[config.mk]
export PLATFORM = sky130hd
export DESIGN_NAME = cic_interpolator
export DESIGN_NICKNAME = d
export VERILOG_FILES = /design/src/rtl/pdm_pkg.sv /design/src/rtl/cic_round_sat.sv /design/src/rtl/cic_interpolator.sv
export SDC_FILE = /design/constraint.sdc
export NUM_CORES = 1
export LEC_CHECK = 0
export BUFFER_PORTS_ARGS = -buffer_cell sky130_fd_sc_hd__buf_2
export CAP_MARGIN = 0
export CORE_ASPECT_RATIO = 0.6
export CORE_MARGIN = 4
export CORE_UTILIZATION = 61
export DETAILED_ROUTE_END_ITERATION = 8
export PLACE_DENSITY = 0.78
export SYNTH_ARGS = -nofsm -noshare
export SYNTH_HDL_FRONTEND = slang
export SYNTH_SLANG_ARGS = --single-unit
export TNS_END_PERCENT = 20
[constraint.sdc]
create_clock -name clk -period 11.25 [get_ports clk]
set_input_delay 2.25 -clock clk [delete_from_list [all_inputs] [get_ports clk]]
set_output_delay 2.25 -clock clk [all_outputs]
set_load 0.02 [all_outputs]
[src/rtl/pdm_pkg.sv]
// Shared helpers for the PDM audio path: CIC internal width, normalising shift
// and signed saturation limits, used by both the interpolator and the decimator.
package pdm_pkg;

    function automatic int clog2_int(input int value);
        int result;
        result = 0;
        for (int v = 1; v < value; v = v * 2) begin
            result++;
        end
        return result;
    endfunction

    // Bit growth of an N-stage CIC with unity differential delay is R^(N-1) at DC.
    function automatic int cic_shift(input int n, input int r);
        return (n - 1) * clog2_int(r);
    endfunction

    function automatic int cic_acc_width(input int in_w, input int n, input int r);
        return in_w + n + cic_shift(n, r);
    endfunction

    function automatic longint sat_max(input int width);
        return (longint'(1) <<< (width - 1)) - longint'(1);
    endfunction

    function automatic longint sat_min(input int width);
        return -(longint'(1) <<< (width - 1));
    endfunction

endpackage

[src/rtl/cic_round_sat.sv]
// Round-half-up arithmetic right shift followed by saturation to a narrower
// signed width; purely combinational so either CIC direction can reuse it.
module cic_round_sat
    import pdm_pkg::*;
#(
    parameter int IN_W  = 25,
    parameter int OUT_W = 16,
    parameter int SHIFT = 6
) (
    input  logic signed [IN_W-1:0]  din,
    output logic signed [OUT_W-1:0] dout
);

    // One spare bit beyond both widths keeps the rounding add from wrapping.
    localparam int WW = IN_W + OUT_W + 1;
    localparam logic signed [WW-1:0] ONE   = WW'(1);
    localparam logic signed [WW-1:0] HALF  = (SHIFT == 0) ? '0 : (ONE <<< ((SHIFT > 0) ? SHIFT - 1 : 0));
    localparam logic signed [WW-1:0] MAX_V = WW'(sat_max(OUT_W));
    localparam logic signed [WW-1:0] MIN_V = WW'(sat_min(OUT_W));

    logic signed [WW-1:0] wide;
    logic signed [WW-1:0] rounded;

    always_comb begin
        wide    = WW'(din);
        rounded = (wide + HALF) >>> SHIFT;
        if (rounded > MAX_V) begin
            dout = MAX_V[OUT_W-1:0];
        end else if (rounded < MIN_V) begin
            dout = MIN_V[OUT_W-1:0];
        end else begin
            dout = rounded[OUT_W-1:0];
        end
    end

endmodule

[src/rtl/cic_interpolator.sv]
// N-stage CIC interpolator by R: low-rate samples enter a one-entry buffer, the
// downstream out_req tick paces combs (at phase 0) and integrators (every tick).
module cic_interpolator
    import pdm_pkg::*;
#(
    parameter int N         = 3,
    parameter int R         = 8,
    parameter int IN_WIDTH  = 16,
    parameter int OUT_WIDTH = 16
) (
    input  logic                        clk,
    input  logic                        rst_n,
    input  logic                        in_valid,
    output logic                        in_ready,
    input  logic signed [IN_WIDTH-1:0]  in_sample,
    input  logic                        out_req,
    output logic                        out_valid,
    output logic signed [OUT_WIDTH-1:0] out_sample,
    output logic                        underrun
);

    localparam int ACC_WIDTH = cic_acc_width(IN_WIDTH, N, R);
    localparam int SHIFT     = cic_shift(N, R);
    localparam int PW        = clog2_int(R);

    typedef logic signed [ACC_WIDTH-1:0] acc_t;

    logic [PW-1:0]               phase_q, phase_d;
    logic                        buf_full_q, buf_full_d;
    logic                        in_ready_q, in_ready_d;
    logic signed [IN_WIDTH-1:0]  buf_q, buf_d;
    logic signed [IN_WIDTH-1:0]  last_q, last_d;
    logic signed [OUT_WIDTH-1:0] out_sample_q, out_sample_d;
    logic                        out_valid_q, out_valid_d;
    logic                        underrun_q, underrun_d;
    acc_t                        comb_dly_q [N];
    acc_t                        comb_dly_d [N];
    acc_t                        integ_q [N];
    acc_t                        integ_d [N];
    acc_t                        comb_path [N+1];
    acc_t                        stuffed;
    logic                        consume;
    logic signed [IN_WIDTH-1:0]  consumed;
    logic signed [OUT_WIDTH-1:0] rounded;

    // An empty buffer at a consume tick repeats the previous sample and flags underrun.
    always_comb begin
        consume      = out_req && (phase_q == '0);
        consumed     = buf_full_q ? buf_q : last_q;
        phase_d      = phase_q;
        buf_d        = buf_q;
        buf_full_d   = buf_full_q;
        last_d       = last_q;
        out_sample_d = out_sample_q;
        out_valid_d  = out_req;
        underrun_d   = 1'b0;
        if (out_req) begin
            phase_d      = phase_q + PW'(1);
            out_sample_d = rounded;
        end
        if (consume) begin
            last_d     = consumed;
            buf_full_d = 1'b0;
            underrun_d = !buf_full_q;
        end
        if (in_valid && in_ready_q) begin
            buf_d      = in_sample;
            buf_full_d = 1'b1;
        end
        in_ready_d = !buf_full_d;
    end

    assign comb_path[0] = ACC_WIDTH'(consumed);
    assign stuffed      = consume ? comb_path[N] : '0;

    generate
        for (genvar i = 0; i < N; i++) begin : g_stage
            assign comb_path[i+1] = comb_path[i] - comb_dly_q[i];
            assign comb_dly_d[i]  = consume ? comb_path[i] : comb_dly_q[i];
            if (i == 0) begin : g_first
                assign integ_d[i] = out_req ? (integ_q[i] + stuffed) : integ_q[i];
            end else begin : g_rest
                assign integ_d[i] = out_req ? (integ_q[i] + integ_q[i-1]) : integ_q[i];
            end
        end
    endgenerate

    cic_round_sat #(
        .IN_W  (ACC_WIDTH),
        .OUT_W (OUT_WIDTH),
        .SHIFT (SHIFT)
    ) u_round_sat (
        .din  (integ_q[N-1]),
        .dout (rounded)
    );

    always_ff @(posedge clk) begin
        if (!rst_n) begin
            phase_q      <= '0;
            buf_q        <= '0;
            buf_full_q   <= 1'b0;
            in_ready_q   <= 1'b1;
            last_q       <= '0;
            out_sample_q <= '0;
            out_valid_q  <= 1'b0;
            underrun_q   <= 1'b0;
            for (int i = 0; i < N; i++) begin
                comb_dly_q[i] <= '0;
                integ_q[i]    <= '0;
            end
        end else begin
            phase_q      <= phase_d;
            buf_q        <= buf_d;
            buf_full_q   <= buf_full_d;
            in_ready_q   <= in_ready_d;
            last_q       <= last_d;
            out_sample_q <= out_sample_d;
            out_valid_q  <= out_valid_d;
            underrun_q   <= underrun_d;
            for (int i = 0; i < N; i++) begin
                comb_dly_q[i] <= comb_dly_d[i];
                integ_q[i]    <= integ_d[i];
            end
        end
    end

    assign in_ready   = in_ready_q;
    assign out_sample = out_sample_q;
    assign out_valid  = out_valid_q;
    assign underrun   = underrun_q;

endmodule

==> metrics.txt, run 1 <==
# TYPE chip_impl_metric gauge
chip_impl_metric{name="global_route_wire_length_before_repair",unit="mm"} 52.29
chip_impl_metric{name="total_inserted_antenna_cells",unit=""} 0
chip_impl_metric{name="ctsHtreeMaxLevel",unit=""} 4
chip_impl_metric{name="final_hold_violation_count",unit=""} 0
chip_impl_info{name="root_buffer",value="clkbuf_16"} 1
chip_impl_metric{name="die_width",unit="um"} 198.9
chip_impl_metric{name="clk-insertion-delay-late",unit="ps"} 440
chip_impl_metric{name="layout_worst_path_cycle_share",unit=""} 0.7733
chip_impl_metric{name="cts_hold_buffers",unit=""} 0
chip_impl_info{name="synthDominantAreaCellType",value="dfxtp_1"} 1
chip_impl_metric{name="yosys_warnings",unit=""} 0
chip_impl_metric{name="worst_hold_slack",unit="ps"} 454.1
chip_impl_metric{name="setup_viol",unit=""} 0
chip_impl_metric{name="numPortBuffers",unit=""} 38
chip_impl_metric{name="seqPwrFrac",unit=""} 0.179
chip_impl_info{name="synthFlopType",value="dfxtp_1"} 1
chip_impl_info{name="rr_startpoint",value="buf_full_q"} 1
chip_impl_metric{name="finalNetCount",unit=""} 1890
chip_impl_metric{name="clkPwrFrac",unit=""} 0.126
chip_impl_metric{name="p_int",unit="mW"} 2.455
chip_impl_metric{name="synth.yosys.seq_area_share",unit=""} 0.2700
chip_impl_metric{name="drive_above_1_share",unit=""} 0.05987
chip_impl_metric{name="grt_usage",unit=""} 0.2564
chip_impl_metric{name="gp_weighted_congestion",unit=""} 0.8761
chip_impl_metric{name="initial_util",unit=""} 0.6283
chip_impl_metric{name="first_global_vias",unit=""} 10940
chip_impl_metric{name="drv_slew",unit=""} 0
chip_impl_metric{name="avg_synthesized_cell_area",unit="sq um"} 7.736
chip_impl_info{name="crit_path_kind",value="register to register"} 1
chip_impl_metric{name="wl_per_cell",unit="um"} 15.27
chip_impl_metric{name="grt_antenna_before_repair",unit=""} 0
chip_impl_metric{name="dr_drc_count",unit=""} 0
chip_impl_metric{name="max_slew.worst_pin.slew",unit="ps"} 1052
chip_impl_metric{name="avgViaCountPerCell",unit=""} 5.878
chip_impl_metric{name="ff2ff_path_depth",unit=""} 37
chip_impl_metric{name="syn_nets",unit=""} 1891
chip_impl_info{name="end_kind",value="register"} 1
chip_impl_metric{name="ir_drop",unit="V"} 0.0002595
chip_impl_metric{name="vias",unit=""} 11850
chip_impl_metric{name="die_height",unit="um"} 122.6
chip_impl_info{name="top_delay_family_on_crit_path",value="compound AO/OA/AOI/OAI gates"} 1
chip_impl_metric{name="worstPathBufferInverterCount",unit=""} 2
chip_impl_metric{name="max_slew_margin",unit=""} 0.2985
chip_impl_info{name="synth_area_leaders",value="dfxtp_1 (27%), ha_1 (13%), a21oi_1 (5.8%)"} 1
chip_impl_metric{name="path_clk_slew",unit="ps"} 70
chip_impl_metric{name="clock_skew",unit="ps"} 11.70
chip_impl_metric{name="p_comb_frac",unit=""} 0.695
chip_impl_metric{name="multi_input_area",unit="sq mm"} 0.009047
chip_impl_metric{name="dp_hpwl",unit="mm"} 21.98
chip_impl_metric{name="drv_cap",unit=""} 0
chip_impl_metric{name="placement_rows",unit=""} 41
chip_impl_metric{name="tns",unit="ps"} 0
chip_impl_metric{name="placeableCoreArea",unit="sq mm"} 0.02124
chip_impl_metric{name="cellPowerDensity",unit="mW/mm^2"} 326.5
chip_impl_info{name="timing.hold.worst.class",value="register to register"} 1
chip_impl_metric{name="worst_ep_arrival_time",unit="ps"} 9020
chip_impl_metric{name="first_iter_violations",unit=""} 937
chip_impl_metric{name="grt_overflow",unit=""} 0
chip_impl_metric{name="clkSinkCount",unit=""} 180
chip_impl_metric{name="setup_fix_buffers_added_after_clock_tree_synthesis",unit=""} 0
chip_impl_metric{name="worstPathRequired",unit="ps"} 11570
chip_impl_metric{name="synth-edff-count",unit=""} 0
chip_impl_metric{name="net-switching-power",unit="mW"} 2.204
chip_impl_metric{name="power_leakage",unit="nW"} 6.299
chip_impl_metric{name="area.growth.synth_to_final",unit="%"} 6.929
chip_impl_metric{name="detail_route.first_pass.iterations",unit=""} 5
chip_impl_metric{name="min_delay_path_depth",unit=""} 2
chip_impl_info{name="timing.critical_path.slowest_stage_cell",value="fa_1"} 1
chip_impl_metric{name="dp_cells",unit=""} 1984
chip_impl_metric{name="cts_inserted_buffers",unit=""} 17
chip_impl_metric{name="post_layout_nonfiller_instances",unit=""} 2016
chip_impl_info{name="run_status",value="finished, final reports clean"} 1
chip_impl_metric{name="grt_start_max_net_pins",unit=""} 92
chip_impl_metric{name="netlist-cell-type-count",unit=""} 70
chip_impl_metric{name="die_area",unit="sq mm"} 0.02438
chip_impl_metric{name="ys_seq_elements",unit=""} 180
chip_impl_metric{name="finalWirelength",unit="mm"} 30.78
chip_impl_info{name="rsz0062_at_grt",value="no"} 1
chip_impl_metric{name="post_synth_instance_area",unit="sq mm"} 0.01334
chip_impl_info{name="start_kind",value="register"} 1
chip_impl_info{name="crit_path_start",value="buf_full_q"} 1
chip_impl_metric{name="crit_path_max_fanout",unit=""} 29
chip_impl_metric{name="boundaryPins",unit=""} 39
chip_impl_metric{name="layout.filler_cells",unit=""} 1802
chip_impl_info{name="tritoncts",value="yes"} 1
chip_impl_metric{name="power.total",unit="mW"} 4.659
chip_impl_metric{name="post_cts_resize_count",unit=""} 0
chip_impl_metric{name="synthCells",unit=""} 1725
chip_impl_metric{name="power_switching_share",unit=""} 0.4731
chip_impl_metric{name="seq_area",unit="sq mm"} 0.003603
chip_impl_metric{name="synthDominantCellAreaShare",unit=""} 0.2700
chip_impl_metric{name="maxClockFrequency",unit="MHz"} 115.0
chip_impl_metric{name="critPathMaxStageDelay",unit="ps"} 440
chip_impl_metric{name="synth-async-reset-ratio",unit=""} 0
chip_impl_metric{name="layout_min_cycle_time",unit="ps"} 8699
chip_impl_metric{name="antenna_violating_nets_post_route",unit=""} 0
chip_impl_metric{name="cp.depth",unit=""} 37
chip_impl_info{name="worst_hold_startpoint",value="comb_dly_q[0][73]"} 1
chip_impl_metric{name="ctsLongestPathBuffers",unit=""} 2
==> per-stage QoR <==
step / util / instance area [sq um] / setup slack (ps)
after global routing: 0.6719 / 14270 / 1884
final: 0.6719 / 14270 / 2551
after global placement: 0.6453 / 13710 / 3131
after detailed placement: 0.6453 / 13710 / 2825
after CTS: 0.6719 / 14270 / 2701
after floorplan: - / 13340 / 3677
==> state kept, by name (all words and copies together), names as in the netlist, 3 cells and up <==
register,count
buf_q,16
phase_q,3
out_sample,16
integ_q,75
comb_dly_q,51
last_q,15
==> tightest hold or removal path, cell delays in order (launching register included) <==
cell and delay, ps:
dfxtp_1 310, nand2_1 50, a21oi_1 50
==> synth_stat cells (5+ instances only) <==
cell type and instances:
nor2b_1 22, o31ai_1 9, o22ai_1 9, o211ai_1 10, mux2i_1 48, o21bai_1 18, nand2_1 197, ha_1 140
o221a_2 7, nor2_1 188, a31oi_1 13, nand3_1 45, nand2b_1 15, dfxtp_1 180, xor2_1 33, nand4_1 13
and2_1 10, and3_1 12, or3_1 14, o21a_1 25, xnor2_1 76, fa_1 6, a21oi_1 154, inv_1 120
a211oi_1 37, o21ai_0 88, nor3_1 26, a21o_1 56, buf_1 9, a221oi_1 5, o21ai_1 5, nor3b_1 5
clkbuf_1 57
==> layer usage <==
layer  GRT usage  wire length, um  vias up
li1            -                -     6084
met4     0.06319              317        0
met2      0.3665            12240      246
met5           0                0        -
met3     0.05213             1830       27
met1      0.3922            16390     5493
==> logic make-up after synthesis <==
| family | count (synthesis) | share of synthesized area |
|---|---|---|
| and+or+nand+nor | 571 | 0.1926 |
| muxes | 49 | 0.03685 |
| buffers and inverters | 186 | 0.05232 |
| AOI/OAI and AO/OA | 483 | 0.2347 |
| adders and majority gates | 146 | 0.1403 |
| DFF | 180 | 0.2700 |
| xor gates and xnor gates | 110 | 0.07323 |
==> cell type report <==
class,instances,area share
multi-input combinational,1359,0.6341
clock inverter,11,0.007190
clock buffer,21,0.03227
tap,279,0.02447
sequential,180,0.2525
timing repair buffer,46,0.01771
inverter,120,0.03174
==> power by group through the flow <==
stage,combinational (mW),clock (mW),sequential (mW)
after floorplan,2.62,0,0.834
after global placement,3.10,0,0.844
after detailed placement,3.16,0,0.847
after CTS,3.19,0.598,0.834
after global routing,3.65,0.625,0.848
final,3.24,0.585,0.835
==> path summary, 6_finish.rpt <==
path | endpoint | slack (ps)
setup / recovery | integ_q[0][24] | 2550
hold reg to reg | comb_dly_q[0][73] | 450
setup reg to reg | integ_q[0][24] | 2550
hold / removal | comb_dly_q[0][73] | 450
==> cells in the final DEF, fill, tap and decap left out, types with 17 or more instances in the layout <==
master	n
clkbuf_16	17
nor3_1	26
nor2_1	188
a21oi_1	154
nand2_1	197
o21ai_0	88
buf_2	37
nand3_1	45
o21bai_1	18
ha_1	140
xnor2_1	76
a21o_1	56
inv_1	119
xor2_1	33
o21a_1	25
nor2b_1	22
a211oi_1	37
mux2i_1	48
dfxtp_1	180
No activity file was read; power rests on OpenSTA's default activity.
==> run 2: changes to the inputs <==
--- a/config.mk
+++ b/config.mk
@@ -5,11 +5,12 @@
 export SDC_FILE = /design/constraint.sdc
 export NUM_CORES = 1
 export LEC_CHECK = 0
+export ABC_AREA = 1
 export BUFFER_PORTS_ARGS = -buffer_cell sky130_fd_sc_hd__buf_2
 export CAP_MARGIN = 0
 export CORE_ASPECT_RATIO = 0.6
 export CORE_MARGIN = 4
-export CORE_UTILIZATION = 61
+export CORE_UTILIZATION = 58
 export DETAILED_ROUTE_END_ITERATION = 8
 export PLACE_DENSITY = 0.78
 export SYNTH_ARGS = -nofsm -noshare
==> constraint.sdc (replaced) <==
create_clock -name clk -period 8 [get_ports clk]
set_input_delay 1.6 -clock clk [delete_from_list [all_inputs] [get_ports clk]]
set_output_delay 1.6 -clock clk [all_outputs]
set_load 0.02 [all_outputs]
==> metrics.txt, run 2 <==
# TYPE chip_impl_metric gauge
chip_impl_metric{name="finalWirelength",unit="mm"} 36.19
chip_impl_info{name="crit_path_start",value="buf_full_q"} 1
chip_impl_metric{name="path_clk_slew",unit="ps"} 70
chip_impl_info{name="synth_area_leaders",value="dfxtp_1 (26%), ha_1 (13%), o21ai_0 (8.7%)"} 1
chip_impl_metric{name="drive_above_1_share",unit=""} 0.05273
chip_impl_info{name="start_kind",value="register"} 1
chip_impl_metric{name="global_route_wire_length_before_repair",unit="mm"} 59.40
chip_impl_metric{name="wl_per_cell",unit="um"} 15.31
chip_impl_metric{name="seq_area",unit="sq mm"} 0.003603
chip_impl_info{name="timing.hold.worst.class",value="register to register"} 1
chip_impl_metric{name="power_leakage",unit="nW"} 7.225
chip_impl_info{name="rsz0062_at_grt",value="no"} 1
chip_impl_metric{name="drv_cap",unit=""} 0
chip_impl_info{name="worst_hold_startpoint",value="comb_dly_q[0][27]"} 1
chip_impl_metric{name="crit_path_max_fanout",unit=""} 31
chip_impl_info{name="run_status",value="finished, final reports clean"} 1
chip_impl_metric{name="final_critical_path_setup_slack",unit="ps"} 700.4
chip_impl_metric{name="synth-edff-count",unit=""} 0
chip_impl_metric{name="synth.yosys.seq_area_share",unit=""} 0.2633
chip_impl_metric{name="synthCells",unit=""} 2032
chip_impl_info{name="timing.critical_path.slowest_stage_cell",value="ha_1"} 1
chip_impl_metric{name="dr_drc_count",unit=""} 0
chip_impl_metric{name="post_cts_resize_count",unit=""} 0
chip_impl_metric{name="first_global_vias",unit=""} 11910
chip_impl_metric{name="synth-async-reset-ratio",unit=""} 0
chip_impl_metric{name="max_slew_margin",unit=""} 0.2979
chip_impl_metric{name="first_iter_violations",unit=""} 1293
chip_impl_metric{name="seqPwrFrac",unit=""} 0.189
chip_impl_metric{name="dp_slack",unit="ps"} 745.3
chip_impl_info{name="largest_register",value="integ_q"} 1
chip_impl_metric{name="placement_rows",unit=""} 43
chip_impl_metric{name="ys_seq_elements",unit=""} 180
chip_impl_metric{name="grt_antenna_before_repair",unit=""} 0
chip_impl_info{name="top_library_cells_by_usage_in_the_layout_fill_and_taps_aside",value="inv_1 (300), nand2_1 (298), o21ai_0 (236)"} 1
chip_impl_metric{name="layout.filler_cells",unit=""} 2146
chip_impl_info{name="crit_path_kind",value="register to register"} 1
chip_impl_metric{name="antenna_violating_nets_post_route",unit=""} 0
chip_impl_metric{name="worst_hold_slack",unit="ps"} 467.2
chip_impl_info{name="synth.cells.most_frequent",value="inv_1 (300), nand2_1 (298), o21ai_0 (237), a21oi_1 (235), nor2_1 (221)"} 1
chip_impl_metric{name="ir_drop",unit="V"} 0.0002491
chip_impl_metric{name="setup_fix_buffers_added_after_clock_tree_synthesis",unit=""} 0
chip_impl_metric{name="placeableCoreArea",unit="sq mm"} 0.02313
chip_impl_metric{name="dp_hpwl",unit="mm"} 27.31
chip_impl_metric{name="total_inserted_antenna_cells",unit=""} 0
chip_impl_metric{name="gp_weighted_congestion",unit=""} 0.9339
chip_impl_metric{name="net-switching-power",unit="mW"} 3.385
chip_impl_metric{name="area.growth.synth_to_final",unit="%"} 7.158
chip_impl_metric{name="critPathMaxStageDelay",unit="ps"} 400
chip_impl_metric{name="finalNetCount",unit=""} 2201
chip_impl_metric{name="grt_start_max_net_pins",unit=""} 104
chip_impl_metric{name="p_comb_frac",unit=""} 0.683
chip_impl_metric{name="grt_usage",unit=""} 0.2779
chip_impl_metric{name="power_switching_share",unit=""} 0.5321
chip_impl_metric{name="die_area",unit="sq mm"} 0.02620
chip_impl_metric{name="drv_slew",unit=""} 0
chip_impl_metric{name="max_slew.worst_pin.slew",unit="ps"} 1053
chip_impl_metric{name="ctsHtreeMaxLevel",unit=""} 4
chip_impl_metric{name="die_height",unit="um"} 127.0
chip_impl_metric{name="boundaryPins",unit=""} 39
chip_impl_metric{name="clk-insertion-delay-late",unit="ps"} 450
chip_impl_metric{name="worstPathRequired",unit="ps"} 8390
chip_impl_metric{name="netlist-cell-type-count",unit=""} 48
chip_impl_metric{name="ctsLongestPathBuffers",unit=""} 2
chip_impl_metric{name="detail_route.first_pass.iterations",unit=""} 6
chip_impl_metric{name="numPortBuffers",unit=""} 38
chip_impl_metric{name="largest_register_ff_count",unit=""} 75
chip_impl_metric{name="vias",unit=""} 13210
chip_impl_metric{name="tns",unit="ps"} 0
chip_impl_metric{name="cellPowerDensity",unit="mW/mm^2"} 433.7
chip_impl_info{name="synth_most_common_cell",value="inv_1"} 1
chip_impl_metric{name="layout_worst_path_cycle_share",unit=""} 0.9125
chip_impl_metric{name="die_width",unit="um"} 206.3
chip_impl_metric{name="setup_viol",unit=""} 0
chip_impl_metric{name="clock_skew",unit="ps"} 13.42
chip_impl_metric{name="postLayoutCellArea",unit="sq mm"} 0.01467
chip_impl_metric{name="initial_util",unit=""} 0.5916
chip_impl_info{name="tritoncts",value="yes"} 1
chip_impl_metric{name="synthDominantCellAreaShare",unit=""} 0.2633
chip_impl_metric{name="post_synth_instance_area",unit="sq mm"} 0.01369
chip_impl_metric{name="cts_inserted_buffers",unit=""} 17
chip_impl_info{name="synthDominantAreaCellType",value="dfxtp_1"} 1
chip_impl_metric{name="postPlaceCellArea",unit="sq mm"} 0.01409
chip_impl_metric{name="worst_ep_arrival_time",unit="ps"} 7690
chip_impl_info{name="library_cell_appearing_most_often_on_the_critical_path",value="nand2_1"} 1
chip_impl_metric{name="multi_input_area",unit="sq mm"} 0.008715
chip_impl_metric{name="cts_hold_buffers",unit=""} 0
chip_impl_info{name="synthFlopType",value="dfxtp_1"} 1
chip_impl_info{name="most_common_library_cell_in_the_layout_ignoring_fill_and_taps",value="inv_1"} 1
chip_impl_metric{name="final_hold_violation_count",unit=""} 0
chip_impl_metric{name="clkSinkCount",unit=""} 180
chip_impl_info{name="rr_startpoint",value="buf_full_q"} 1
chip_impl_metric{name="layout_min_cycle_time",unit="ps"} 7300
chip_impl_metric{name="avgViaCountPerCell",unit=""} 5.591
chip_impl_metric{name="clkPwrFrac",unit=""} 0.128
chip_impl_metric{name="syn_nets",unit=""} 2198
chip_impl_metric{name="yosys_warnings",unit=""} 0
chip_impl_info{name="end_kind",value="register"} 1
chip_impl_metric{name="avg_synthesized_cell_area",unit="sq um"} 6.735
chip_impl_info{name="root_buffer",value="clkbuf_16"} 1
chip_impl_info{name="layout_top_registers",value="integ_q: 75 flops, comb_dly_q: 51 flops"} 1
chip_impl_metric{name="p_int",unit="mW"} 2.976
chip_impl_metric{name="maxClockFrequency",unit="MHz"} 137.0
chip_impl_metric{name="grt_overflow",unit=""} 0
[run 2: power by group through the flow]
stage          sequential (mW)  combinational [mW]  clock, mW
2_1_floorplan             1.17                3.18          0
3_3_place_gp              1.21                4.12          0
3_5_place_dp              1.22                4.18          0
4_1_cts                   1.20                4.21      0.829
5_1_grt                   1.22                4.85      0.867
6_report                  1.20                4.34      0.813
[run 2: critical path: cells and delay by family (launching register included)]
family,cells,cell delay [ps]
AO/OA/AOI/OAI,12,2360
XOR/XNOR,2,440
adder cells (fa/ha/maj),4,1370
buffers and inverters,2,270
flip-flops,1,380
AND/OR/NAND/NOR,19,2400
[run 2: path summary, 6_finish.rpt]
check / endpoint / slack (ps) / cells after the start
worst max-delay path: integ_q[0][24] / 700 / 39
worst min-delay path: comb_dly_q[0][27] / 470 / 2
worst max register to register: integ_q[0][24] / 700 / 39
worst min register to register: comb_dly_q[0][27] / 470 / 2
[run 2: logic make-up (layout without fill, tap and decap cells)]
kind of cell	Yosys count	count (layout)	synth area share
buffers and inverters	366	382	0.1016
XOR/XNOR	99	99	0.06336
flip-flops	180	180	0.2633
AO/OA/AOI/OAI	585	585	0.2340
adder cells (fa/ha/maj)	146	146	0.1368
multiplexers	1	1	0.0007314
AND/OR/NAND/NOR	655	655	0.2003
[run 2: per-stage QoR]
step	total power, mW	instances	utilization
2_1_floorplan	4.350	2032	-
3_3_place_gp	5.332	2331	0.6091
3_5_place_dp	5.395	2331	0.6091
4_1_cts	6.238	2363	0.6333
5_1_grt	6.932	2363	0.6339
6_report	6.361	2363	0.6339
[run 2: cell type report]
class / instances / share of cell area
inverter: 305 / 0.07807
clock inverter: 13 / 0.008617
multi-input combinational: 1486 / 0.5942
sequential: 180 / 0.2457
clock buffer: 19 / 0.02952
timing repair buffer: 45 / 0.01698
tap: 315 / 0.02687
[run 2: metal layers]
metal	vias up	part of all wire	wire [um]	track usage
met5	-	0	0	0
met4	0	0.012	450	0.05747
met3	34	0.10	3607	0.07052
met2	487	0.37	13350	0.3681
met1	5906	0.52	18780	0.4463
li1	6784	-	-	-
==> run 3: changes to the inputs <==
--- a/config.mk
+++ b/config.mk
@@ -8,11 +8,13 @@
 export ABC_AREA = 1
 export BUFFER_PORTS_ARGS = -buffer_cell sky130_fd_sc_hd__buf_2
 export CAP_MARGIN = 0
+export CELL_PAD_IN_SITES_DETAIL_PLACEMENT = 2
+export CELL_PAD_IN_SITES_GLOBAL_PLACEMENT = 2
 export CORE_ASPECT_RATIO = 0.6
 export CORE_MARGIN = 4
-export CORE_UTILIZATION = 58
+export CORE_UTILIZATION = 33
 export DETAILED_ROUTE_END_ITERATION = 8
-export PLACE_DENSITY = 0.78
+export PLACE_DENSITY_LB_ADDON = 0.1
 export SYNTH_ARGS = -nofsm -noshare
 export SYNTH_HDL_FRONTEND = slang
 export SYNTH_SLANG_ARGS = --single-unit
==> metrics.txt, run 3 (same netlist as run 2, synthesis figures left out) <==
# TYPE chip_impl_metric gauge
chip_impl_metric{name="critPathMaxStageDelay",unit="ps"} 520
chip_impl_metric{name="setup_viol",unit=""} 0
chip_impl_metric{name="multi_input_area",unit="sq mm"} 0.008728
chip_impl_metric{name="dr_drc_count",unit=""} 0
chip_impl_metric{name="power_leakage",unit="nW"} 7.268
chip_impl_info{name="timing.critical_path.slowest_stage_cell",value="fa_1"} 1
chip_impl_metric{name="first_iter_violations",unit=""} 721
chip_impl_metric{name="dp_slack",unit="ps"} 374.4
chip_impl_info{name="timing.hold.worst.class",value="register to register"} 1
chip_impl_metric{name="initial_util",unit=""} 0.3361
chip_impl_metric{name="placeableCoreArea",unit="sq mm"} 0.04072
chip_impl_metric{name="maxClockFrequency",unit="MHz"} 137.8
chip_impl_metric{name="net-switching-power",unit="mW"} 3.630
chip_impl_info{name="critPathCapture",value="integ_q[0][21]"} 1
chip_impl_metric{name="antenna_violating_nets_post_route",unit=""} 0
chip_impl_info{name="tritoncts",value="yes"} 1
chip_impl_metric{name="clock_skew",unit="ps"} 23.04
chip_impl_info{name="root_buffer",value="clkbuf_16"} 1
chip_impl_info{name="worst_hold_startpoint",value="comb_dly_q[0][44]"} 1
chip_impl_metric{name="crit_path_max_fanout",unit=""} 31
chip_impl_metric{name="wl_per_cell",unit="um"} 18.74
chip_impl_info{name="crit_path_start",value="buf_full_q"} 1
chip_impl_info{name="largest_register",value="integ_q"} 1
chip_impl_metric{name="vias",unit=""} 13660
chip_impl_metric{name="boundaryPins",unit=""} 39
chip_impl_metric{name="r2r_setup_slack",unit="ps"} 740
chip_impl_metric{name="worst_ep_arrival_time",unit="ps"} 7610
chip_impl_info{name="most_common_library_cell_in_the_layout_ignoring_fill_and_taps",value="inv_1"} 1
chip_impl_metric{name="gp_weighted_congestion",unit=""} 0.8392
chip_impl_metric{name="max_slew_margin",unit=""} 0.2870
chip_impl_metric{name="detail_route.first_pass.iterations",unit=""} 5
chip_impl_metric{name="seq_area",unit="sq mm"} 0.003603
chip_impl_metric{name="dp_hpwl",unit="mm"} 37.90
chip_impl_info{name="crit_path_kind",value="register to register"} 1
chip_impl_metric{name="seqPwrFrac",unit=""} 0.184
chip_impl_metric{name="postPlaceCellArea",unit="sq mm"} 0.01440
chip_impl_info{name="start_kind",value="register"} 1
chip_impl_info{name="end_kind",value="register"} 1
chip_impl_metric{name="first_global_vias",unit=""} 14240
chip_impl_metric{name="final_critical_path_setup_slack",unit="ps"} 740.7
chip_impl_metric{name="layout_min_cycle_time",unit="ps"} 7259
chip_impl_metric{name="p_int",unit="mW"} 3.007
chip_impl_metric{name="largest_register_ff_count",unit=""} 75
chip_impl_info{name="layout_top_registers",value="integ_q: 75 flops, comb_dly_q: 51 flops"} 1
chip_impl_metric{name="worst_hold_slack",unit="ps"} 471.1
chip_impl_metric{name="placement_rows",unit=""} 57
chip_impl_metric{name="avgViaCountPerCell",unit=""} 5.234
chip_impl_metric{name="die_area",unit="sq mm"} 0.04490
chip_impl_metric{name="p_comb_frac",unit=""} 0.679
chip_impl_metric{name="cellPowerDensity",unit="mW/mm^2"} 440.7
chip_impl_metric{name="layout_worst_path_cycle_share",unit=""} 0.9074
chip_impl_metric{name="grt_antenna_before_repair",unit=""} 0
chip_impl_metric{name="worstPathRequired",unit="ps"} 8350
chip_impl_metric{name="postLayoutCellArea",unit="sq mm"} 0.01506
chip_impl_metric{name="die_height",unit="um"} 165.7
chip_impl_metric{name="numPortBuffers",unit=""} 38
chip_impl_metric{name="cts_inserted_buffers",unit=""} 17
chip_impl_info{name="rr_startpoint",value="buf_full_q"} 1
chip_impl_metric{name="power_switching_share",unit=""} 0.5470
chip_impl_info{name="run_status",value="finished, final reports clean"} 1
chip_impl_metric{name="drv_slew",unit=""} 0
chip_impl_metric{name="grt_start_max_net_pins",unit=""} 82
chip_impl_metric{name="clkSinkCount",unit=""} 180
chip_impl_metric{name="die_width",unit="um"} 270.9
chip_impl_info{name="crit_reg_reg_endpoint",value="integ_q[0][21]"} 1
chip_impl_metric{name="max_slew.worst_pin.slew",unit="ps"} 1070
chip_impl_metric{name="drive_above_1_share",unit=""} 0.05564
chip_impl_info{name="rsz0062_at_grt",value="no"} 1
chip_impl_metric{name="global_route_wire_length_before_repair",unit="mm"} 79.22
chip_impl_metric{name="grt_usage",unit=""} 0.2171
chip_impl_metric{name="ir_drop",unit="V"} 0.0001630
chip_impl_metric{name="power.total",unit="mW"} 6.637
chip_impl_metric{name="ctsHtreeMaxLevel",unit=""} 4
chip_impl_metric{name="layout.filler_cells",unit=""} 4898
chip_impl_metric{name="tns",unit="ps"} 0
chip_impl_metric{name="clkPwrFrac",unit=""} 0.137
chip_impl_metric{name="final_hold_violation_count",unit=""} 0
chip_impl_metric{name="finalNetCount",unit=""} 2202
chip_impl_metric{name="ctsLongestPathBuffers",unit=""} 2
chip_impl_metric{name="ff2ff_path_depth",unit=""} 37
chip_impl_metric{name="clk-insertion-delay-late",unit="ps"} 470
chip_impl_metric{name="path_clk_slew",unit="ps"} 80
chip_impl_metric{name="finalWirelength",unit="mm"} 48.92
chip_impl_metric{name="area.growth.synth_to_final",unit="%"} 10.04
chip_impl_info{name="library_cell_appearing_most_often_on_the_critical_path",value="nand2_1"} 1
chip_impl_info{name="top_library_cells_by_usage_in_the_layout_fill_and_taps_aside",value="inv_1 (300), nand2_1 (298), o21ai_0 (236)"} 1
chip_impl_metric{name="drv_cap",unit=""} 0
chip_impl_metric{name="grt_overflow",unit=""} 0
[run 3: changes by cell type in the layout (fill, tap and decap cells not counted), moves of 2 or more]
cell / previous run / this run
clkinv_8: 2 / 7
clkinv_4: 3 / 0
clkinvlp_4: 3 / 0
a21boi_0: 6 / 4
a21boi_1: 0 / 2
buf_4: 7 / 9
clkbuf_1: 2 / 0
[run 3: layout make-up]
cell class                      count  share of cell area
Multi-Input combinational cell   1486              0.5796
Tap cell                          560             0.04653
Inverter                          305             0.07602
Clock buffer                       17             0.02825
Sequential cell                   180              0.2393
Clock inverter                     15             0.01296
Antenna cell                        1           0.0001662
Timing Repair Buffer               46             0.01720
[run 3: repair_timing]
item / 4_1_cts / 5_1_grt
setup buffers: 0 / 1
setup endpoints to repair: 0 / 6
gates resized for setup: 0 / 9
hold endpoints to repair: 0 / 0
hold buffers: 0 / 0
[run 3: worst min-delay path by stage]
stage,endpoint,slack [ps],cells past startpoint
2_1_floorplan,comb_dly_q[0][27],440,2
3_3_place_gp,comb_dly_q[0][27],450,2
3_5_place_dp,integ_q[0][49],470,1
4_1_cts,comb_dly_q[0][44],480,2
5_1_grt,comb_dly_q[0][52],500,2
6_report,comb_dly_q[0][44],470,2
[run 3: power groups by stage]
stage	registers (mW)	logic, mW	clock network [mW]
6_report	1.22	4.51	0.907
2_1_floorplan	1.17	3.18	0
5_1_grt	1.24	5.09	0.981
4_1_cts	1.22	4.47	0.940
3_5_place_dp	1.24	4.41	0
3_3_place_gp	1.23	4.24	0
[run 3: layer usage]
layer	global-route usage	vias up	part of all wire
met5	0	-	0
met4	0.03020	0	0.0054
li1	-	6770	-
met1	0.3431	6730	0.56
met2	0.3172	144	0.40
met3	0.02917	18	0.032
[run 3: critical path, delay by kind of cell, from the launching register on]
kind / cells / cell delay (ps)
AO/OA/AOI/OAI: 17 / 3160
XOR/XNOR: 2 / 350
flip-flops: 1 / 350
AND/OR/NAND/NOR: 10 / 1290
buffers and inverters: 4 / 440
adder cells (fa/ha/maj): 4 / 1570
[run 3: stage by stage]
stage / cells / util
after floorplan: 2032 / -
after global placement: 2576 / 0.3536
after detailed placement: 2576 / 0.3536
after CTS: 2608 / 0.3689
after global routing: 2609 / 0.3697
final: 2610 / 0.3698
